## config.mk

```make
export PLATFORM = sky130hd
export DESIGN_NAME = arc4_seq
export DESIGN_NICKNAME = d
export VERILOG_FILES = /design/src/rtl/arc4_seq.sv
export SDC_FILE = /design/constraint.sdc
export NUM_CORES = 1
export LEC_CHECK = 0
export BUFFER_PORTS_ARGS = -buffer_cell sky130_fd_sc_hd__buf_2
export CAP_MARGIN = 10
export CELL_PAD_IN_SITES_DETAIL_PLACEMENT = 1
export CELL_PAD_IN_SITES_GLOBAL_PLACEMENT = 1
export CORE_MARGIN = 1
export CORE_UTILIZATION = 36
export DETAILED_ROUTE_END_ITERATION = 10
export GPL_TIMING_DRIVEN = 0
export MAX_ROUTING_LAYER = met4
export PLACE_DENSITY_LB_ADDON = 0.3
export REMOVE_ABC_BUFFERS = 1
export SLEW_MARGIN = 10
export SYNTH_ARGS = -nofsm -noshare
export SYNTH_HDL_FRONTEND = slang
export SYNTH_SLANG_ARGS = --single-unit
```

## constraint.sdc

```tcl
create_clock -name clk -period 7.5 [get_ports clk]
set_input_delay 0.75 -clock clk [delete_from_list [all_inputs] [get_ports clk]]
set_output_delay 0.75 -clock clk [all_outputs]
set_load 0.005 [all_outputs]
```

## src/rtl/arc4_seq.sv

```systemverilog
// ARC4 decrypt sequencer: runs init -> ksa -> prga over their en/rdy handshakes, owns the
// single S memory port and aborts any phase whose sub-block stays busy for too long.
module arc4_seq #(
    parameter int unsigned TIMEOUT_CYCLES = 100000
) (
    input  logic        clk,
    input  logic        rst,
    input  logic        en,
    output logic        rdy,
    input  logic [23:0] key,
    output logic        err,
    output logic [1:0]  phase,

    output logic        init_en,
    input  logic        init_rdy,
    input  logic [7:0]  init_addr,
    input  logic [7:0]  init_wrdata,
    input  logic        init_wren,

    output logic        ksa_en,
    input  logic        ksa_rdy,
    output logic [23:0] ksa_key,
    input  logic [7:0]  ksa_addr,
    input  logic [7:0]  ksa_wrdata,
    input  logic        ksa_wren,

    output logic        prga_en,
    input  logic        prga_rdy,
    input  logic [7:0]  prga_addr,
    input  logic [7:0]  prga_wrdata,
    input  logic        prga_wren,

    output logic [7:0]  s_addr,
    output logic [7:0]  s_wrdata,
    output logic        s_wren
);

    localparam int unsigned TimerW = $clog2(TIMEOUT_CYCLES + 1);
    localparam logic [TimerW-1:0] TimerLimit = TimerW'(TIMEOUT_CYCLES);

    localparam logic [1:0] PhNone = 2'd0;
    localparam logic [1:0] PhInit = 2'd1;
    localparam logic [1:0] PhKsa  = 2'd2;
    localparam logic [1:0] PhPrga = 2'd3;

    typedef enum logic [2:0] {
        StIdle,
        StInitGo,
        StInitWait,
        StKsaGo,
        StKsaWait,
        StPrgaGo,
        StPrgaWait,
        StDone
    } state_e;

    state_e             state_q;
    state_e             adv_state;
    logic               rdy_q;
    logic               err_q;
    logic [1:0]         phase_q;
    logic [23:0]        key_q;
    logic [TimerW-1:0]  timer_q;
    logic [TimerW-1:0]  timer_inc;
    logic               armed_q;
    logic               cur_rdy;

    assign rdy       = rdy_q;
    assign err       = err_q;
    assign phase     = phase_q;
    assign ksa_key   = key_q;
    assign timer_inc = timer_q + TimerW'(1);

    // Start pulses are gated by the sub-block's own rdy so a GO state simply waits for it.
    assign init_en = (state_q == StInitGo) && init_rdy;
    assign ksa_en  = (state_q == StKsaGo)  && ksa_rdy;
    assign prga_en = (state_q == StPrgaGo) && prga_rdy;

    // phase is already set in both GO and WAIT, so it selects the active sub-block's rdy.
    always_comb begin
        cur_rdy = 1'b0;
        unique case (phase_q)
            PhInit:  cur_rdy = init_rdy;
            PhKsa:   cur_rdy = ksa_rdy;
            PhPrga:  cur_rdy = prga_rdy;
            default: cur_rdy = 1'b0;
        endcase
    end

    // Successor state when the current GO or WAIT state completes its step.
    always_comb begin
        adv_state = StIdle;
        unique case (state_q)
            StInitGo:   adv_state = StInitWait;
            StInitWait: adv_state = StKsaGo;
            StKsaGo:    adv_state = StKsaWait;
            StKsaWait:  adv_state = StPrgaGo;
            StPrgaGo:   adv_state = StPrgaWait;
            StPrgaWait: adv_state = StDone;
            default:    adv_state = StIdle;
        endcase
    end

    always_ff @(posedge clk) begin
        if (rst) begin
            state_q <= StIdle;
            rdy_q   <= 1'b1;
            err_q   <= 1'b0;
            phase_q <= PhNone;
            key_q   <= 24'h0;
            timer_q <= '0;
            armed_q <= 1'b0;
        end else begin
            unique case (state_q)
                StIdle: begin
                    if (en) begin
                        key_q   <= key;
                        err_q   <= 1'b0;
                        rdy_q   <= 1'b0;
                        phase_q <= PhInit;
                        state_q <= StInitGo;
                    end
                end
                StInitGo, StKsaGo, StPrgaGo: begin
                    if (cur_rdy) begin
                        timer_q <= '0;
                        armed_q <= 1'b0;
                        state_q <= adv_state;
                    end
                end
                StInitWait, StKsaWait, StPrgaWait: begin
                    // armed filters out a stale rdy left over from before the en pulse.
                    if (armed_q && cur_rdy) begin
                        phase_q <= phase_q + 2'd1;
                        state_q <= adv_state;
                    end else if (timer_inc == TimerLimit) begin
                        err_q   <= 1'b1;
                        rdy_q   <= 1'b1;
                        phase_q <= PhNone;
                        state_q <= StIdle;
                    end else begin
                        timer_q <= timer_inc;
                        if (!cur_rdy) begin
                            armed_q <= 1'b1;
                        end
                    end
                end
                StDone: begin
                    rdy_q   <= 1'b1;
                    state_q <= StIdle;
                end
                default: begin
                    state_q <= StIdle;
                end
            endcase
        end
    end

    // S port follows the registered phase only, so non-owners can never write.
    always_comb begin
        s_addr   = 8'h00;
        s_wrdata = 8'h00;
        s_wren   = 1'b0;
        unique case (phase_q)
            PhInit: begin
                s_addr   = init_addr;
                s_wrdata = init_wrdata;
                s_wren   = init_wren;
            end
            PhKsa: begin
                s_addr   = ksa_addr;
                s_wrdata = ksa_wrdata;
                s_wren   = ksa_wren;
            end
            PhPrga: begin
                s_addr   = prga_addr;
                s_wrdata = prga_wrdata;
                s_wren   = prga_wren;
            end
            default: begin
                s_addr   = 8'h00;
                s_wrdata = 8'h00;
                s_wren   = 1'b0;
            end
        endcase
    end

endmodule

```

### Word-level counts from Yosys, hierarchy flattened

Cells that the tools add are included.
W data, S select, Z words.

| storage, ports and cells | value |
|---|---|
| register bits | 49 |
| latch bits | 0 |
| bits in writable memories | 0 |
| memory bits (read-only) | 0 |
| input bits | 81 |
| output and inout bits | 48 |
| word-level logic and storage cells | 72 |
| memories kept | 0 |

| cells by class | value |
|---|---|
| add/sub/neg operators | 2 |
| multiply operators | 0 |
| div/mod/pow operators | 0 |
| $lt $le $gt $ge | 0 |
| eq/ne operators | 18 |
| shift operators | 0 |
| multiplexer cells | 28 |
| bitwise gates (word level) | 0 |
| reductions and logical operators | 17 |

Operator list:

| kind | count |
|---|---|
| $mux W17 | 3 |
| $pmux W8 S3 | 2 |
| $pmux W17 S2 | 1 |
| $pmux W3 S6 | 1 |
| $add A17 B1 Y17 const B | 1 |
| $eq A17 B17 Y1 const B | 1 |
| $eq A3 B3 Y1 const B | 4 |
| $mux W3 | 4 |
| $ne A2 B2 Y1 const B | 6 |
| $pmux W3 S4 | 1 |
| $reduce_and A4 Y1 | 3 |
| $pmux W1 S3 | 3 |
| $mux W1 | 7 |
| $eq A3 B2 Y1 const B | 2 |
| $mux W2 | 3 |
| $reduce_and A3 Y1 | 2 |
| $reduce_or A3 Y1 | 2 |
| $reduce_and A5 Y1 | 1 |
| $eq A2 B2 Y1 const B | 2 |
| $logic_and A1 B1 Y1 | 4 |
| $pmux W1 S2 | 2 |
| $pmux W2 S2 | 1 |
| $reduce_bool A2 Y1 | 2 |
| $eq A3 B1 Y1 const B | 1 |
| 6 further kinds | 6 |

### Depth between registers and ports, before layout

Gate-level depths: netlist of the first run.

| logic depth | value |
|---|---|
| word-level depth | 6 |
| depth in mapped cells | 11 |
| gate-level depth less buffers | 9 |

### Worst setup path before layout of the first run

Ideal clock, no wire load.

| timing | value |
|---|---|
| kind | register to register |
| start | register phase_q[0] (netlist: phase[0]) |
| end | register timer_q[14] |
| library setup time | 0.070 ns |
| arrival time | 2.381 ns |
| required time | 7.430 ns |
| path slack | 5.049 ns |
| cell stages (with the launch flop) | 11 |
| clock period less this slack | 2.451 ns |
| path through | dfxtp_1 inv_1 ha_1 buf_6 a222oi_1 nor2_2 and2_4 buf_6 a21o_2 or4_1 a21oi_1 |

| between the ends | value |
|---|---|
| word-level cells in the longest chain between the ends | 5 |

RTL lines:

| what | line | source |
|---|---|---|
| start, declared | 61 | `logic [1:0] phase_q;` |
| start signal, assigned | 109 | `phase_q <= PhNone;` |
| start signal, assigned | 120 | `phase_q <= PhInit;` |
| start signal, assigned | 134 | `phase_q <= phase_q + 2'd1;` |
| $eq A2 B2 Y1 / $eq A2 B1 Y1 (equally long branches) | 82 | `unique case (phase_q)` |
| $pmux W1 S3 (*) | 82 |  |
| $logic_and A1 B1 Y1 | 133 | `if (armed_q && cur_rdy) begin` |
| $ne A2 B2 Y1 (no source line) | -- |  |
| $reduce_and A4 Y1 (no source line) (*) | -- |  |
| end signal, assigned | 142 | `timer_q <= timer_inc;` |
| end, declared | 63 | `logic [TimerW-1:0] timer_q;` |

Every way passes the cells marked *; elsewhere a longest branch is shown, timed or not.
A chain may end at the register's enable or synchronous reset.

### Worst setup path in the final report of the first run

| timing | value |
|---|---|
| start | register timer_q[0] |
| end | register timer_q[16] |

| between the ends | value |
|---|---|
| word-level cells in the longest chain between the ends | 4 |

RTL lines:

| what | line | source |
|---|---|---|
| $add A17 B1 Y17 (*) | 72 | `assign timer_inc = timer_q + TimerW'(1);` |
| $eq A17 B17 Y1 / $mux W17 (equally long branches) | 136 | `end else if (timer_inc == TimerLimit) begin` |
| $ne A2 B2 Y1 (no source line) / $mux W17 (equally long branches) | -- |  |
| $reduce_and A4 Y1 (no source line) / $pmux W17 S2 (equally long branches) | -- |  |

Every way passes the cells marked *; elsewhere a longest branch is shown, timed or not. The select of a mux whose other input is x is not followed.

==> results_dict.tcl, run 1 <==
set metrics [dict create \
    first_iter_violations 175 \
    fmax_mhz 316 \
    r2r_slack_ps 4340 \
    min_to "ksa_key[0]$_SDFFE_PP0P_" \
    p_leak_nw 1.60 \
    p_seq_share_pct 51.6 \
    synth_ff_type "dfxtp_1" \
    async_flop_share_pct 0 \
    crit_path_end_kind "flop" \
    dieArea_um2 8790 \
    status "finished clean" \
    grt_start_max_net_pins 42 \
    clockPowerShare_pct 33.3 \
    clk_latency_ps 320 \
    wl_per_cell_um 17.2 \
    diodes 0 \
    syn2layout_area_growth_pct 23.4 \
    via_per_inst 5.66 \
    seq_area_frac_synth_pct 32.4 \
    comb_power_share_pct 15.1 \
    cts_inserted_buffers 5 \
    core_area_um2 8180 \
    start_util_pct 37.1 \
    io_buffers 128 \
    required_ps 7750 \
    total_power_uw 535 \
    slowest_stage "dfxtp_1" \
    fin_ws_ps 4340 \
    min-delay-start "ksa_key[0]$_SDFFE_PP0P_" \
    rsz0062_at_grt "false" \
    cts_setup_buffers 0 \
    cts_hold_buf 0 \
    multi_input_area_um2 1830 \
    crit_fanout 11 \
    htreeDepth 2 \
    antenna_found_initial 0 \
    rr_endpoint "timer_q[16]$_SDFFE_PP0P_" \
    synth_edf_count 0 \
    drive_gt1_share_pct 33.7 \
    ys_types 66 \
    cp_common_cell "a21oi_4" \
    clkSlewWorstSetupHoldPaths_ps 110 \
    p_sw_share_pct 29.3 \
    crit_arrival_ps 3410 \
    final.setup_skew_ps 8.44 \
    drt_wl_total_um 10300 \
    nets 578 \
    regArea_um2 981 \
    critPathKind "flop to flop" \
    period_needed_ps 3160 \
    pre_cts_ws_ps 4400 \
    die_h_um 93.7 \
    finalSetupViolations 0 \
    antenna_left 0 \
    cts_tree "done" \
    overflow 0 \
    drcViolationCount 0 \
    rr_worst_depth 8 \
    io_pins 129 \
    die_x_um 93.7 \
    timing.final.hold_violations 0 \
    gp_congestion 0.884 \
    num_vias 3379 \
    ys_ff_latch 49 \
    firstDrtPassIters 6 \
    yosys_warnings 0 \
    synth_area_um2 3030 \
    cellPowerDensity_nw_per_um2 143 \
    clock-root-buffer "clkbuf_8" \
    post-dp-hpwl_um 7700 \
    p_switching_uw 157 \
    postSynthCellCount 385 \
    tns_ps 0 \
    start_kind "flop" \
    rows 33 \
    tightest_slew_ps 939 \
    p_int_uw 378 \
    grt.total_usage_pct 23.5 \
    grt_pass1_wl_um 15800 \
    slew_headroom_pct 37.2 \
    slew_violations 0 \
    cts_num_sinks 49 \
    cap_violations 0 \
    rr_startpoint "timer_q[0]$_SDFFE_PP0P_" \
    cp_cell_sequence "ha_1, nand3_2, nor4_4, nand4_2, a2111oi_4, a21oi_4, a21oi_4, mux2i_1" \
    clock_path_buffers 2 \
    grt_pass1_vias 3210 \
    final_area_um2 3740 \
    synth_area_per_cell_um2 7.87 \
    fillCellCount 1053 \
    cpPeakStageDelay_ps 620 \
    holdPathStages 2 \
    cts_resized 0 \
    ir_drop_mv 0.0695 \
    min_period_over_period_pct 42.2 \
    placed_cell_area_um2 3640 \
    hp-class "flop to flop" \
]
## layer usage
metal  vias up  GRT usage, %  share of wire (%)
li1       1629             -                  -
met4         0          8.33                1.9
met2       104          42.0                 51
met3        18          4.29                5.9
met1      1628          26.2                 41
met5         -             -                  0
## Yosys cell counts, drive strengths merged (6+ instances only)
cell / instances / area [µm²]
nand2: 79 / 297
a21oi: 50 / 277
dfxtp: 49 / 981
nor2: 31 / 119
a222oi: 18 / 180
clkbuf: 18 / 77.6
o21ai: 17 / 85.1
nand3: 16 / 97.6
buf: 12 / 103
inv: 8 / 30.0
nand4: 7 / 71.3
nor3: 7 / 35.0
ha: 6 / 75.1
o211ai: 6 / 73.8
## how the worst max path moves through the flow
stage | from | endpoint | depth (start not counted)
after global routing | timer_q[0]$_SDFFE_PP0P_ | timer_q[16]$_SDFFE_PP0P_ | 8
after floorplan | en | rdy$_SDFFE_PP1P_ | 4
final | timer_q[0]$_SDFFE_PP0P_ | timer_q[16]$_SDFFE_PP0P_ | 8
after CTS | timer_q[0]$_SDFFE_PP0P_ | timer_q[16]$_SDFFE_PP0P_ | 8
after detailed placement | timer_q[0]$_SDFFE_PP0P_ | timer_q[16]$_SDFFE_PP0P_ | 8
after global placement | en | rdy$_SDFFE_PP1P_ | 5
## per-stage QoR
| stage | hold WS (ps) | utilization (%) | instances |
|---|---|---|---|
| detailed placement | 447 | 44.5 | 589 |
| floorplan | 439 | - | 354 |
| global placement | 440 | 44.2 | 587 |
| CTS | 463 | 45.7 | 597 |
| finish | 459 | 45.7 | 597 |
| global route | 480 | 45.7 | 597 |
## registers in the layout (all words and copies together) (netlist names)
signal and count:
state_q 3, armed_q 1, rdy 1, ksa_key 24, timer_q 17, phase 2
err 1
## kinds of logic (layout without fill, tap and decap cells)
kind of cell | count (synthesis) | count (layout) | share of synthesized area, %
simple gates | 169 | 169 | 28.1
compound gates | 118 | 118 | 28.5
flops | 49 | 49 | 32.4
buf+inv | 39 | 146 | 7.23
fa+ha+maj | 6 | 6 | 2.48
mux | 3 | 3 | 0.991
xor+xnor | 1 | 1 | 0.289
## worst max-delay path, delay by kind of cell, from the launching register on
| family | cells | cell delay [ps] |
|---|---|---|
| AOI/OAI and AO/OA | 3 | 1000 |
| adders and majority gates | 1 | 460 |
| DFF | 1 | 620 |
| muxes | 1 | 200 |
| and+or+nand+nor | 3 | 800 |
## power by group through the flow
stage          logic (mW)  clock network, mW  registers [mW]
2_1_floorplan      0.0326                  0           0.282
3_3_place_gp       0.0775                  0           0.282
3_5_place_dp       0.0820                  0           0.282
4_1_cts            0.0822              0.185           0.276
5_1_grt            0.0902              0.194           0.277
6_report           0.0809              0.178           0.276
## layout make-up
cell class / count / share of cell area [%]
Clock buffer: 5 / 1.84
Multi-Input combinational cell: 297 / 49.1
Clock inverter: 3 / 0.770
Sequential cell: 49 / 26.2
Timing Repair Buffer: 130 / 17.7
Inverter: 8 / 0.803
Tap cell: 105 / 3.52
## cell usage in the layout (no fill, tap or decap), drive strengths merged, types with 2 or more instances in the layout
cell type | netlist | routed
a211o | 2 | 2
a21o | 4 | 4
a21oi | 50 | 50
a222oi | 18 | 18
a311oi | 2 | 2
a31oi | 4 | 4
and2 | 2 | 2
and3 | 3 | 3
and4 | 4 | 4
and4b | 3 | 3
buf | 12 | 130
clkbuf | 18 | 5
dfxtp | 49 | 49
ha | 6 | 6
inv | 8 | 11
mux2i | 3 | 3
nand2 | 79 | 79
nand3 | 16 | 16
nand4 | 7 | 7
nor2 | 31 | 31
nor2b | 2 | 2
nor3 | 7 | 7
nor4 | 4 | 4
o211ai | 6 | 6
o21ai | 17 | 17
o221ai | 2 | 2
o32ai | 2 | 2
or2 | 2 | 2
or3 | 3 | 3
or4 | 3 | 3
Power figures use the tool's default switching activity.
==> inputs of run 2 (changes only) <==
Settings changed: CORE_UTILIZATION 36 to 34.
Clock period 7.5 ns to 3.2 ns, I/O delays scaled along.
==> run 2 against run 1 <==
Critical path depth stayed put. Sequential cell count stayed put. Combinational power up 130%. Highest routed layer unchanged. Die area increased by 5.8%. Clock skew grew 3.2 ps.
==> results_dict.tcl, run 2 (synthesis gave the netlist of run 1 again) <==
set metrics [dict create \
    drive_gt1_share_pct 34.1 \
    fillCellCount 1135 \
    firstDrtPassIters 6 \
    p_seq_share_pct 52.8 \
    layout_commonest_cell "buf_2" \
    io_buffers 128 \
    p_switching_uw 348 \
    cp_cell_sequence "ha_2, nand3_2, nor4_4, nand4_2, a2111oi_4, a21oi_4, a21oi_4, mux2i_1" \
    critPathKind "flop to flop" \
    rows 34 \
    min_period_over_period_pct 92.9 \
    p_int_uw 878 \
    tightest_slew_ps 1000 \
    crit_arrival_ps 3210 \
    cellPowerDensity_nw_per_um2 328 \
    fmax_mhz 336 \
    status "finished clean" \
    htreeDepth 2 \
    slew_violations 0 \
    crit_buf_inv 0 \
    p_leak_nw 1.59 \
    drt_wl_total_um 10100 \
    via_per_inst 5.55 \
    clk_latency_ps 310 \
    cp_top_family "compound AO/OA/AOI/OAI gates" \
    fin_ws_ps 226 \
    total_power_mw 1.23 \
    cts_num_sinks 49 \
    period_needed_ps 2970 \
    die_x_um 96.4 \
    fin_hold_ws_ps 230 \
    dieArea_um2 9290 \
    cts_resized 0 \
    final_cell_mix "buf_2 (128), nand2_1 (79), dfxtp_1 (48)" \
    grt_start_max_net_pins 42 \
    placed_cell_area_um2 3640 \
    nets 578 \
    grt.total_usage_pct 20.9 \
    cts_tree "done" \
    cts_hold_buf 0 \
    ir_drop_mv 0.185 \
    grt_pass1_vias 3071 \
    syn2layout_area_growth_pct 23.4 \
    antenna_left 0 \
    timing.final.hold_violations 0 \
    hp-class "primary input to flop" \
    die_h_um 96.4 \
    clkSlewWorstSetupHoldPaths_ps 110 \
    final.setup_skew_ps 11.7 \
    cp_common_cell "a21oi_4" \
    diodes 0 \
    clock_path_buffers 2 \
    final_area_um2 3740 \
    num_vias 3330 \
    cts_inserted_buffers 5 \
    cts_setup_buffers 0 \
    largest_register_ffs 24 \
    grt_pass1_wl_um 14900 \
    drcViolationCount 0 \
    gp_congestion 0.846 \
    final_cells 600 \
    cap_violations 0 \
    dp_cells 592 \
    pre_cts_ws_ps 49.7 \
    start_kind "flop" \
    post-dp-hpwl_um 7420 \
    crit_path_end_kind "flop" \
    slowest_stage "dfxtp_1" \
    slew_headroom_pct 32.9 \
    core_area_um2 8680 \
    overflow 0 \
    start_util_pct 34.9 \
    io_pins 129 \
    clockPowerShare_pct 32.0 \
    cpPeakStageDelay_ps 580 \
    crit_fanout 11 \
    clock-root-buffer "clkbuf_8" \
    wl_per_cell_um 16.8 \
    rsz0062_at_grt "false" \
    finalSetupViolations 0 \
    comb_power_share_pct 15.3 \
    first_iter_violations 161 \
    p_sw_share_pct 28.4 \
    required_ps 3440 \
    antenna_found_initial 0 \
]
-- run 2: final cells by class --
type | count | area (µm²) | share of cell area, %
well taps | 108 | 135 | 3.62
inverters | 8 | 30.0 | 0.803
repair buffers | 130 | 659 | 17.6
clock inverters | 3 | 25.0 | 0.670
flip-flops and latches | 49 | 982 | 26.3
multi-input cells | 297 | 1840 | 49.1
clock buffers | 5 | 68.8 | 1.84
-- run 2: stage by stage --
step                util [%]  TNS, ps
global placement        41.7    -9720
CTS                     43.0        0
global route            43.1        0
floorplan                  -        0
detailed placement      41.9        0
finish                  43.1        0
-- run 2: power by group through the flow --
stage / Combinational [mW] / Clock, mW / Sequential, mW
CTS: 0.190 / 0.406 / 0.647
global route: 0.210 / 0.431 / 0.651
global placement: 0.180 / 0 / 0.660
floorplan: 0.0763 / 0 / 0.662
detailed placement: 0.189 / 0 / 0.661
finish: 0.187 / 0.392 / 0.647
-- run 2: metal layers --
metal  track usage (%)  wire length [µm]  vias to the layer above
met5                 -                 0                        -
met4              4.53               115                        0
met3              2.19               471                        9
met2              37.6              5140                       89
met1              25.3              4320                     1599
li1                  -                 -                     1633
-- run 2: worst reg2reg max path, delay by kind of cell (launching register included) --
family | cells | cell delay, ps
adders and majority gates | 1 | 370
DFF | 1 | 580
muxes | 1 | 220
and+or+nand+nor | 3 | 710
AOI/OAI and AO/OA | 3 | 1010
-- run 2: final timing paths --
path,start,end,slack (ps),cells after the start
worst max-delay path,timer_q[1]$_SDFFE_PP0P_,timer_q[1]$_SDFFE_PP0P_,230,8
worst min-delay path,key[20],ksa_key[20]$_SDFFE_PP0P_,230,3
worst max register to register,timer_q[1]$_SDFFE_PP0P_,timer_q[1]$_SDFFE_PP0P_,230,8
worst min register to register,ksa_key[12]$_SDFFE_PP0P_,ksa_key[12]$_SDFFE_PP0P_,460,2
